`src/rtl/csr_ctrl_pkg.sv`:
```
// csr_ctrl_pkg: shared CSR addresses, op encodings, FSM states and trap cause
package csr_ctrl_pkg;
  localparam int XLEN = 32;
  localparam logic [11:0] A_MSTATUS  = 12'h300;
  localparam logic [11:0] A_MIE      = 12'h304;
  localparam logic [11:0] A_MTVEC    = 12'h305;
  localparam logic [11:0] A_MEPC     = 12'h341;
  localparam logic [11:0] A_MCAUSE   = 12'h342;
  localparam logic [11:0] A_MIP      = 12'h344;
  localparam logic [11:0] A_MCYCLE   = 12'hB00;
  localparam logic [11:0] A_MCYCLEH  = 12'hB80;
  localparam logic [11:0] A_MINSTRET = 12'hB02;
  localparam logic [11:0] A_MINSTRETH = 12'hB82;
  localparam logic [11:0] A_CYCLE    = 12'hC00;
  localparam logic [11:0] A_CYCLEH   = 12'hC80;
  localparam logic [11:0] A_INSTRET  = 12'hC02;
  localparam logic [11:0] A_INSTRETH = 12'hC82;
  localparam logic [2:0] OP_RW  = 3'b001;
  localparam logic [2:0] OP_RS  = 3'b010;
  localparam logic [2:0] OP_RC  = 3'b011;
  localparam logic [2:0] OP_RWI = 3'b101;
  localparam logic [2:0] OP_RSI = 3'b110;
  localparam logic [2:0] OP_RCI = 3'b111;
  localparam logic [31:0] MCAUSE_EXT_IRQ = 32'h8000_000B;
  typedef enum logic [1:0] {IDLE, TRAP, MRET} state_e;
  // immediate variants share the low two funct3 bits with the register forms
  function automatic logic [31:0] csr_apply(input logic [2:0] op, input logic [31:0] old, input logic [31:0] w);
    return op[1:0] == 2'b01 ? w : op[1:0] == 2'b10 ? (old | w) : (old & ~w);
  endfunction
endpackage

```
`src/rtl/csr_ctrl_if.sv`:
```
// csr_ctrl_if: EXE-stage CSR/trap signals between pipeline and CSR unit
interface csr_ctrl_if;
  import csr_ctrl_pkg::*;
  logic            csr_en_EXE;
  logic [2:0]      csr_op_EXE;
  logic [11:0]     csr_addr_EXE;
  logic [XLEN-1:0] csr_wdata_EXE;
  logic            csr_src_zero_EXE;
  logic [XLEN-1:0] pc_EXE;
  logic            stall_EXE;
  logic            retire;
  logic            mret_EXE;
  logic            ext_irq;
  logic [XLEN-1:0] csr_read_data_EXE;
  logic            csr_result_sel_EXE;
  logic            redirect;
  logic [XLEN-1:0] redirect_pc;
  logic            illegal_csr;
  modport master (
    output csr_en_EXE, csr_op_EXE, csr_addr_EXE, csr_wdata_EXE, csr_src_zero_EXE,
           pc_EXE, stall_EXE, retire, mret_EXE, ext_irq,
    input  csr_read_data_EXE, csr_result_sel_EXE, redirect, redirect_pc, illegal_csr
  );
  modport slave (
    input  csr_en_EXE, csr_op_EXE, csr_addr_EXE, csr_wdata_EXE, csr_src_zero_EXE,
           pc_EXE, stall_EXE, retire, mret_EXE, ext_irq,
    output csr_read_data_EXE, csr_result_sel_EXE, redirect, redirect_pc, illegal_csr
  );
endinterface

```
`src/rtl/csr_counter64.sv`:
```
// csr_counter64: 64-bit wrapping counter whose halves can each be overwritten
module csr_counter64 (
  input  logic        clk,
  input  logic        rst,
  input  logic        inc,
  input  logic        wr_lo,
  input  logic        wr_hi,
  input  logic [31:0] wdata,
  output logic [63:0] value
);
  logic [63:0] sum;
  assign sum = value + {63'b0, inc};
  // a write replaces its half and suppresses that half's increment/carry
  always_ff @(posedge clk or posedge rst)
    if (rst) value <= '0;
    else value <= {wr_hi ? wdata : sum[63:32], wr_lo ? wdata : sum[31:0]};
endmodule

```
`src/rtl/csr_ctrl.sv`:
```
// csr_ctrl: machine-mode CSR file with external-interrupt trap and MRET redirect
module csr_ctrl
  import csr_ctrl_pkg::*;
#(
  parameter logic [31:0] MTVEC_RST = 32'h0000_0000
) (
  input logic clk,
  input logic rst,
  csr_ctrl_if.slave bus
);
  state_e state, state_nx;
  logic mie_b, mpie_b, meie;
  logic [31:0] mtvec, mepc, mcause, old, nv;
  logic [63:0] mcycle, minstret;
  logic idle, take, qual, known, ro, writes, wr, do_mret;
  // address decode: pre-write read value, existence and read-only flags
  always_comb begin
    old = '0;
    known = 1'b1;
    ro = 1'b0;
    case (bus.csr_addr_EXE)
      A_MSTATUS:   old = {24'b0, mpie_b, 3'b0, mie_b, 3'b0};
      A_MIE:       old = {20'b0, meie, 11'b0};
      A_MTVEC:     old = mtvec;
      A_MEPC:      old = mepc;
      A_MCAUSE:    old = mcause;
      A_MIP:       begin old = {20'b0, bus.ext_irq, 11'b0}; ro = 1'b1; end
      A_MCYCLE:    old = mcycle[31:0];
      A_MCYCLEH:   old = mcycle[63:32];
      A_MINSTRET:  old = minstret[31:0];
      A_MINSTRETH: old = minstret[63:32];
      A_CYCLE:     begin old = mcycle[31:0]; ro = 1'b1; end
      A_CYCLEH:    begin old = mcycle[63:32]; ro = 1'b1; end
      A_INSTRET:   begin old = minstret[31:0]; ro = 1'b1; end
      A_INSTRETH:  begin old = minstret[63:32]; ro = 1'b1; end
      default:     known = 1'b0;
    endcase
  end
  // access qualification, trap/mret decisions and FSM next state
  always_comb begin
    idle = state == IDLE;
    take = idle & bus.ext_irq & mie_b & meie & !bus.stall_EXE;
    qual = bus.csr_en_EXE & idle & !take & !rst;
    writes = bus.csr_op_EXE[1:0] != 2'b00 & (bus.csr_op_EXE[1:0] == 2'b01 | !bus.csr_src_zero_EXE);
    wr = qual & !bus.stall_EXE & known & !ro & writes;
    nv = csr_apply(bus.csr_op_EXE, old, bus.csr_wdata_EXE);
    do_mret = idle & bus.mret_EXE & !bus.stall_EXE & !take;
    state_nx = take ? TRAP : do_mret ? MRET : IDLE;
    bus.csr_read_data_EXE = old;
    bus.csr_result_sel_EXE = qual;
    bus.illegal_csr = qual & !bus.stall_EXE & (!known | (ro & writes));
    bus.redirect = !idle;
    bus.redirect_pc = state == TRAP ? mtvec : state == MRET ? mepc : '0;
  end
  // FSM state register
  always_ff @(posedge clk or posedge rst)
    if (rst) state <= IDLE;
    else state <= state_nx;
  // architectural CSRs; trap entry and mret override the interrupt-enable stack
  always_ff @(posedge clk or posedge rst)
    if (rst) begin
      mie_b <= 1'b0;
      mpie_b <= 1'b0;
      meie <= 1'b0;
      mtvec <= MTVEC_RST;
      mepc <= '0;
      mcause <= '0;
    end else begin
      if (wr && bus.csr_addr_EXE == A_MSTATUS) begin
        mie_b <= nv[3];
        mpie_b <= nv[7];
      end
      if (wr && bus.csr_addr_EXE == A_MIE) meie <= nv[11];
      if (wr && bus.csr_addr_EXE == A_MTVEC) mtvec <= {nv[31:2], 2'b00};
      if (wr && bus.csr_addr_EXE == A_MEPC) mepc <= {nv[31:2], 2'b00};
      if (wr && bus.csr_addr_EXE == A_MCAUSE) mcause <= nv;
      if (take) begin
        mepc <= bus.pc_EXE;
        mcause <= MCAUSE_EXT_IRQ;
        mpie_b <= mie_b;
        mie_b <= 1'b0;
      end else if (do_mret) begin
        mie_b <= mpie_b;
        mpie_b <= 1'b1;
      end
    end
  csr_counter64 u_mcycle (
    .clk(clk), .rst(rst), .inc(1'b1),
    .wr_lo(wr && bus.csr_addr_EXE == A_MCYCLE),
    .wr_hi(wr && bus.csr_addr_EXE == A_MCYCLEH),
    .wdata(nv), .value(mcycle)
  );
  csr_counter64 u_minstret (
    .clk(clk), .rst(rst), .inc(bus.retire),
    .wr_lo(wr && bus.csr_addr_EXE == A_MINSTRET),
    .wr_hi(wr && bus.csr_addr_EXE == A_MINSTRETH),
    .wdata(nv), .value(minstret)
  );
endmodule

```
`src/flat_wrapper.sv`:
```
// flat-port wrapper written by rule: the top's interface ports become plain ports
module csr_ctrl_flat import csr_ctrl_pkg::*;
#(
  parameter logic [31:0] MTVEC_RST = 32'h0000_0000
)
  (clk, rst, bus_csr_en_EXE, bus_csr_op_EXE, bus_csr_addr_EXE, bus_csr_wdata_EXE, bus_csr_src_zero_EXE, bus_pc_EXE, bus_stall_EXE, bus_retire, bus_mret_EXE, bus_ext_irq, bus_csr_read_data_EXE, bus_csr_result_sel_EXE, bus_redirect, bus_redirect_pc, bus_illegal_csr);
  csr_ctrl_if bus_i ();
  input logic clk;
  input logic rst;
  input wire logic [$bits(bus_i.csr_en_EXE)-1:0] bus_csr_en_EXE;
  input wire logic [$bits(bus_i.csr_op_EXE)-1:0] bus_csr_op_EXE;
  input wire logic [$bits(bus_i.csr_addr_EXE)-1:0] bus_csr_addr_EXE;
  input wire logic [$bits(bus_i.csr_wdata_EXE)-1:0] bus_csr_wdata_EXE;
  input wire logic [$bits(bus_i.csr_src_zero_EXE)-1:0] bus_csr_src_zero_EXE;
  input wire logic [$bits(bus_i.pc_EXE)-1:0] bus_pc_EXE;
  input wire logic [$bits(bus_i.stall_EXE)-1:0] bus_stall_EXE;
  input wire logic [$bits(bus_i.retire)-1:0] bus_retire;
  input wire logic [$bits(bus_i.mret_EXE)-1:0] bus_mret_EXE;
  input wire logic [$bits(bus_i.ext_irq)-1:0] bus_ext_irq;
  output wire logic [$bits(bus_i.csr_read_data_EXE)-1:0] bus_csr_read_data_EXE;
  output wire logic [$bits(bus_i.csr_result_sel_EXE)-1:0] bus_csr_result_sel_EXE;
  output wire logic [$bits(bus_i.redirect)-1:0] bus_redirect;
  output wire logic [$bits(bus_i.redirect_pc)-1:0] bus_redirect_pc;
  output wire logic [$bits(bus_i.illegal_csr)-1:0] bus_illegal_csr;
  assign bus_i.csr_en_EXE = bus_csr_en_EXE;
  assign bus_i.csr_op_EXE = bus_csr_op_EXE;
  assign bus_i.csr_addr_EXE = bus_csr_addr_EXE;
  assign bus_i.csr_wdata_EXE = bus_csr_wdata_EXE;
  assign bus_i.csr_src_zero_EXE = bus_csr_src_zero_EXE;
  assign bus_i.pc_EXE = bus_pc_EXE;
  assign bus_i.stall_EXE = bus_stall_EXE;
  assign bus_i.retire = bus_retire;
  assign bus_i.mret_EXE = bus_mret_EXE;
  assign bus_i.ext_irq = bus_ext_irq;
  assign bus_csr_read_data_EXE = bus_i.csr_read_data_EXE;
  assign bus_csr_result_sel_EXE = bus_i.csr_result_sel_EXE;
  assign bus_redirect = bus_i.redirect;
  assign bus_redirect_pc = bus_i.redirect_pc;
  assign bus_illegal_csr = bus_i.illegal_csr;
  csr_ctrl #(.MTVEC_RST(MTVEC_RST)) u_core (.clk(clk), .rst(rst), .bus(bus_i));
endmodule
```
`config.mk`:
```
export PLATFORM = sky130hd
export DESIGN_NAME = csr_ctrl_flat
export DESIGN_NICKNAME = d
export VERILOG_FILES = /design/src/rtl/csr_ctrl_pkg.sv /design/src/rtl/csr_ctrl_if.sv /design/src/rtl/csr_counter64.sv /design/src/rtl/csr_ctrl.sv /design/src/flat_wrapper.sv
export SDC_FILE = /design/constraint.sdc
export NUM_CORES = 1
export LEC_CHECK = 0
export ABC_CLOCK_PERIOD_IN_PS = 11600
export CAP_MARGIN = 10
export CORE_UTILIZATION = 55
export DETAILED_ROUTE_END_ITERATION = 8
export GPL_TIMING_DRIVEN = 0
export PLACE_DENSITY = 0.82
export SLEW_MARGIN = 20
export SYNTH_ARGS = -nofsm -noshare
export SYNTH_HDL_FRONTEND = slang
export SYNTH_SLANG_ARGS = --single-unit
```
`constraint.sdc`:
```
create_clock -name clk -period 11.6 [get_ports clk]
set_clock_uncertainty 0.15 [all_clocks]
set_input_delay 2.32 -clock clk [delete_from_list [all_inputs] [get_ports clk]]
set_output_delay 2.32 -clock clk [all_outputs]
set_load 0.1 [all_outputs]
```
==> reports/metrics.cfg, run 1 <==
[clocking]
cts_resized = 0
clock_sinks = 227
cts_buffers = 26
path_clk_slew_ps = 60
clk_latency_ps = 550
cts_htree_levels = 1
cts_hold_buf = 0
cts_setup_buffers = 0
ctsLongestPathBuffers = 3
root_buffer = clkbuf_16
cts_tree = built

[critical_path]
arrival_ps = 6850
rr_startpoint = u_core.state[1]
worstPathCellList = clkdlybuf4s50_1, buf_1, clkbuf_1, clkbuf_1, mux2i_1, o22ai_1, a22oi_1, nand2_1, clkdlybuf4s50_1
reg2regPathDepth = 10
start_kind = input port
crit_path_max_fanout = 10
worst-setup-path-type = in -> out
end_kind = output port
critPathRequiredTime_ps = 9130
rr_endpoint = u_core.u_mcycle.value[25]
ff2ff_setup_slack_ps = 8140
critPathMaxStageDelay_ps = 1140
crit_path_top_delay_cell = clkdlybuf4s50_1

[cells_and_area]
fin_cells = 2124
syn_to_final_growth_pct = 19.8
final_nets = 1869
multi_input_comb_area_um2 = 8040
register_area_um2 = 5680
drive_gt1_share_pct = 5.52
final_core_util_pct = 67.6
n_fill_cell = 2062
antenna_cells = 0
design_area_um2 = 17100

[sta]
max_slew_margin_pct = 19.7
fin_tns_setup_ps = 0
rsz0062_at_grt = no
finalSetupViolCount = 0
slew_viol_final = 0
fmax_mhz = 107
worst_slew_pin_slew_ps = 1200
period_needed_ps = 9320
period_share_pct = 80.4
hold_viol = 0
setup_slack_ps = 2280

[die]
chipHeight_um = 163
io_pins = 154
dieWidth_um = 163
core.rowCount = 58
core-area_um2 = 25300
die_area_um2 = 26600
start_util_pct = 56.4

[yosys]
synth_top_area_cell = dfrtp_1
synth_top_area_share_pct = 39.8
syn-cell-area_um2 = 14300
postSynthAreaPerCell_um2 = 8.94
syn_nets = 1689
synth-main-ff-cell = dfrtp_1
async_reset_ff_share_pct = 100
synth_common_cells = 227 x dfrtp_1, 129 x a21oi_1, 121 x nand2_1, 120 x nor2_1, 104 x clkbuf_1
synth_edf_count = 0
yosysWarningCount = 0
synth_cells = 1599
synth.most_common_cell = dfrtp_1
ys_seq_area_share_pct = 39.8
synthTopCellsByArea = dfrtp_1 40%, xnor2_1 5.0%, a21oi_1 4.5%
synth_seq_cells = 227
yosysUniqueCellTypes = 63

[run_status]
status = finished clean

[place]
dp_hpwl_um = 41400
dpl_cell_area_um2 = 16300
numPortBuffers = 150
detailedPlace.worstSlack_ps = 2440
gp_congestion = 1.02
dp_cells = 2081

[global_route]
antenna_found_initial = 0
grt_max_degree = 104
grtUsageTotal_pct = 42.3
grt_pass1_vias = 14013
grt-ovfl-total = 0
grt_pass1_wl_um = 83800

[pwr]
p_leak_nw = 7.07
ir_worst_vdd_mv = 0.122
p_per_area_nw_per_um2 = 131

[min_path]
hold_class = reg -> reg
worstHoldStart = u_core.mcause[4]
hold_path_depth = 2
hold_end = u_core.mcause[4]

[detailed_routing]
top_layer_used = met4
drt_iter0_drc = 1927
wl_per_cell_um = 26.3
dr_wl_met2_um = 25300
dr.pass1.iters = 6
ant_nets = 0
wl_um = 56000
met1Wirelength_um = 20600
viasPerCell = 6.84
vias = 14520
drc_errors = 0
wl_met3_um = 7240

[job]
drv_cap = 0

## power breakdown
part	leakage (nW)	internal (mW)	switching, mW
clock network	0.411	0.480	0.345
registers	2.97	0.866	0.0858
logic	3.69	0.156	0.307
## how the worst max path moves through the flow
stage	endpoint	from	slack [ps]
after CTS	bus_csr_read_data_EXE[27]	bus_csr_addr_EXE[1]	2440
after global routing	bus_csr_read_data_EXE[2]	bus_csr_addr_EXE[1]	2280
after global placement	bus_illegal_csr	rst	-2480
after detailed placement	bus_csr_read_data_EXE[27]	bus_csr_addr_EXE[1]	2440
final	bus_csr_read_data_EXE[2]	bus_csr_addr_EXE[1]	2280
after floorplan	bus_csr_result_sel_EXE	rst	70
## metrics by stage
stage               hold WS [ps]  power (mW)
finish                       355        2.24
global route                 376        2.30
global placement             331        1.39
floorplan                    314        1.24
detailed placement           341        1.41
CTS                          354        2.22
## placed cells by master (no fill, tap or decap), types with 8 or more instances in the layout
cell type / instances
dfrtp_1: 227
mux2i_1: 58
clkbuf_1: 108
buf_2: 8
xnor2_1: 82
a32oi_1: 17
inv_1: 20
o22ai_1: 11
nor4_1: 41
a22oi_1: 71
and4_1: 15
buf_1: 14
nor3b_1: 26
nand3_1: 78
nand2_1: 121
and3_1: 21
o21ai_1: 26
and2_1: 18
clkdlybuf4s50_1: 150
mux4_2: 21
nand4_1: 41
a22o_1: 31
xor2_1: 73
clkbuf_16: 27
nor3_1: 32
or4_1: 9
nor2_1: 120
a21oi_1: 129
o21ai_0: 100
## critical path, delay by kind of cell
family / cells / cell delay [ps]
buffers and inverters: 5 / 3650
AO/OA/AOI/OAI: 2 / 500
multiplexers: 1 / 220
AND/OR/NAND/NOR: 1 / 150
## sequential cells by signal, indices dropped and copies added, names as in the netlist
register	cells
u_core.mie_b	1
u_core.u_minstret.value	64
u_core.mpie_b	1
u_core.mtvec	30
u_core.u_mcycle.value	64
u_core.meie	1
u_core.state	2
u_core.mepc	32
u_core.mcause	32
## layout make-up
cell class	count	area share [%]
clock buffer	37	4.52
inverter	21	0.504
tap	330	2.41
sequential	227	33.2
clock inverter	6	0.336
multi-input combinational	1223	47.0
buffer	128	2.93
timing repair buffer	152	9.10
## metal layers
layer,vias to the layer above,global-route usage (%)
met4,0,20.4
li1,6205,-
met2,1117,67.0
met5,-,0
met3,206,9.78
met1,6992,54.6
## cells by family after synthesis
family | Yosys count | share of synthesized area [%]
multiplexers | 82 | 7.61
adder cells (fa/ha/maj) | 3 | 0.263
buffers and inverters | 149 | 4.06
AO/OA/AOI/OAI | 413 | 17.9
AND/OR/NAND/NOR | 570 | 20.9
XOR/XNOR | 155 | 9.50
flip-flops | 227 | 39.8
Note: power is estimated with default switching activity, not from simulation.
==> inputs of run 2 (changes only) <==
--- a/config.mk
+++ b/config.mk
@@ -5,7 +5,7 @@
 export SDC_FILE = /design/constraint.sdc
 export NUM_CORES = 1
 export LEC_CHECK = 0
-export ABC_CLOCK_PERIOD_IN_PS = 11600
+export ABC_CLOCK_PERIOD_IN_PS = 9700
 export CAP_MARGIN = 10
 export CORE_UTILIZATION = 55
 export DETAILED_ROUTE_END_ITERATION = 8
==> constraint.sdc (replaced) <==
create_clock -name clk -period 9.7 [get_ports clk]
set_clock_uncertainty 0.15 [all_clocks]
set_input_delay 1.94 -clock clk [delete_from_list [all_inputs] [get_ports clk]]
set_output_delay 1.94 -clock clk [all_outputs]
set_load 0.1 [all_outputs]
==> reports/metrics.cfg, run 2 (synthesis results as in run 1) <==
[clocking]
cts_resized = 0
cts_buffers = 26
cts_tree = built
clock_sinks = 227
root_buffer = clkbuf_16
cts_htree_levels = 1
path_clk_slew_ps = 70
cts_setup_buffers = 0
cts_hold_buf = 0
clk_latency_ps = 550
ctsLongestPathBuffers = 3

[cells_and_area]
final_core_util_pct = 68.0
layout_common_cells = 227 x dfrtp_1, 150 x clkdlybuf4s50_1, 129 x a21oi_1, 121 x nand2_1, 120 x nor2_1
final_common_cell = dfrtp_1
fin_cells = 2131
final_nets = 1874
top_regs = u_core.u_mcycle.value (64), u_core.u_minstret.value (64)
drive_gt1_share_pct = 5.89
antenna_cells = 0
syn_to_final_growth_pct = 20.6
design_area_um2 = 17200

[sta]
fmax_mhz = 119
setup_slack_ps = 1320
finalSetupViolCount = 0
rsz0062_at_grt = no
max_slew_margin_pct = 20.3
worst_slew_pin_slew_ps = 1180
hold_viol = 0
fin_tns_setup_ps = 0
period_share_pct = 86.4
slew_viol_final = 0
hold-worst-slack_ps = 356
period_needed_ps = 8380

[critical_path]
crit_path_max_fanout = 10
rr_endpoint = u_core.u_mcycle.value[22]
start_kind = input port
end_kind = output port
critPathRequiredTime_ps = 7610
arrival_ps = 6290
worst-setup-path-type = in -> out
path_common_cell = clkdlybuf4s50_1
critPathTopFamily = buffers and inverters
reg2regPathDepth = 10
critPathMaxStageDelay_ps = 1160
cp_num_buf_inv = 4
crit_path_top_delay_cell = clkdlybuf4s50_1
worstPathCellList = clkdlybuf4s50_1, or4_1, buf_2, nor4_2, clkbuf_1, a32oi_1, nand2_1, clkdlybuf4s50_1
ff2ff_setup_slack_ps = 6100
rr_startpoint = u_core.state[1]

[place]
dp_cells = 2086
detailedPlace.worstSlack_ps = 1460
dpl_cell_area_um2 = 16400
numPortBuffers = 150
dp_hpwl_um = 41900
gp_congestion = 1.02

[die]
core-area_um2 = 25300
start_util_pct = 56.4
core.rowCount = 58
dieWidth_um = 163
chipHeight_um = 163
io_pins = 154
die_area_um2 = 26600

[detailed_routing]
wl_per_cell_um = 26.5
dr.pass1.iters = 7
ant_nets = 0
vias = 14761
wl_um = 56400
drt_iter0_drc = 1866
viasPerCell = 6.93
drc_errors = 0

[pwr]
finalPower_mw = 2.72
p_leak_nw = 7.13
clkPwrFrac_pct = 37.3
ir_worst_vdd_mv = 0.141
p_per_area_nw_per_um2 = 158
power_switching_mw = 0.893
pwr-share-comb_pct = 20.7
switching_share_pct = 32.9
seqPwrFrac_pct = 42.0
p_int_mw = 1.82

[global_route]
grt_max_degree = 34
antenna_found_initial = 1
grt_pass1_wl_um = 83800
grt_pass1_vias = 13958
grtUsageTotal_pct = 42.3
grt-ovfl-total = 0

[run_status]
status = finished clean

[min_path]
hold_end = u_core.mcause[1]
hold_path_depth = 2
hold_class = reg -> reg
worstHoldStart = u_core.mcause[1]

[job]
drv_cap = 0

## run 2: metal layers
metal,up-vias,routed length (µm),track usage (%)
li1,6236,-,-
met1,7086,20900,55.4
met2,1221,25400,66.4
met3,218,7270,9.85
met4,0,2790,19.4
met5,-,0,0
## run 2: worst max-delay path by stage
stage / endpoint / depth (start not counted) / slack, ps / start
final: bus_csr_read_data_EXE[28] / 8 / 1320 / bus_csr_addr_EXE[7]
after global routing: bus_csr_read_data_EXE[2] / 9 / 1280 / bus_csr_addr_EXE[1]
after CTS: bus_csr_read_data_EXE[15] / 9 / 1460 / bus_csr_addr_EXE[1]
after detailed placement: bus_csr_read_data_EXE[28] / 8 / 1460 / bus_csr_addr_EXE[11]
after global placement: bus_illegal_csr / 5 / -1700 / rst
after floorplan: bus_illegal_csr / 3 / 1130 / rst
## run 2: power by group through the flow
stage	registers, mW	logic (mW)	clock network [mW]
after floorplan	1.11	0.369	0
after global placement	1.15	0.526	0
after detailed placement	1.15	0.547	0
after CTS	1.13	0.550	1.01
after global routing	1.15	0.593	1.04
final	1.14	0.562	1.01
## run 2: cell type report
class,instances,area (µm²)
inverters,21,82.6
multi-input cells,1223,8040
plain buffers,128,502
repair buffers,157,1650
fillers,2060,8100
clock inverters,9,101
clock buffers,36,759
well taps,330,413
flip-flops and latches,227,5680
## run 2: worst min-delay path: cells and delay by family (launching register included)
kind / cells / cell delay, ps
flip-flops: 1 / 350
AO/OA/AOI/OAI: 2 / 120
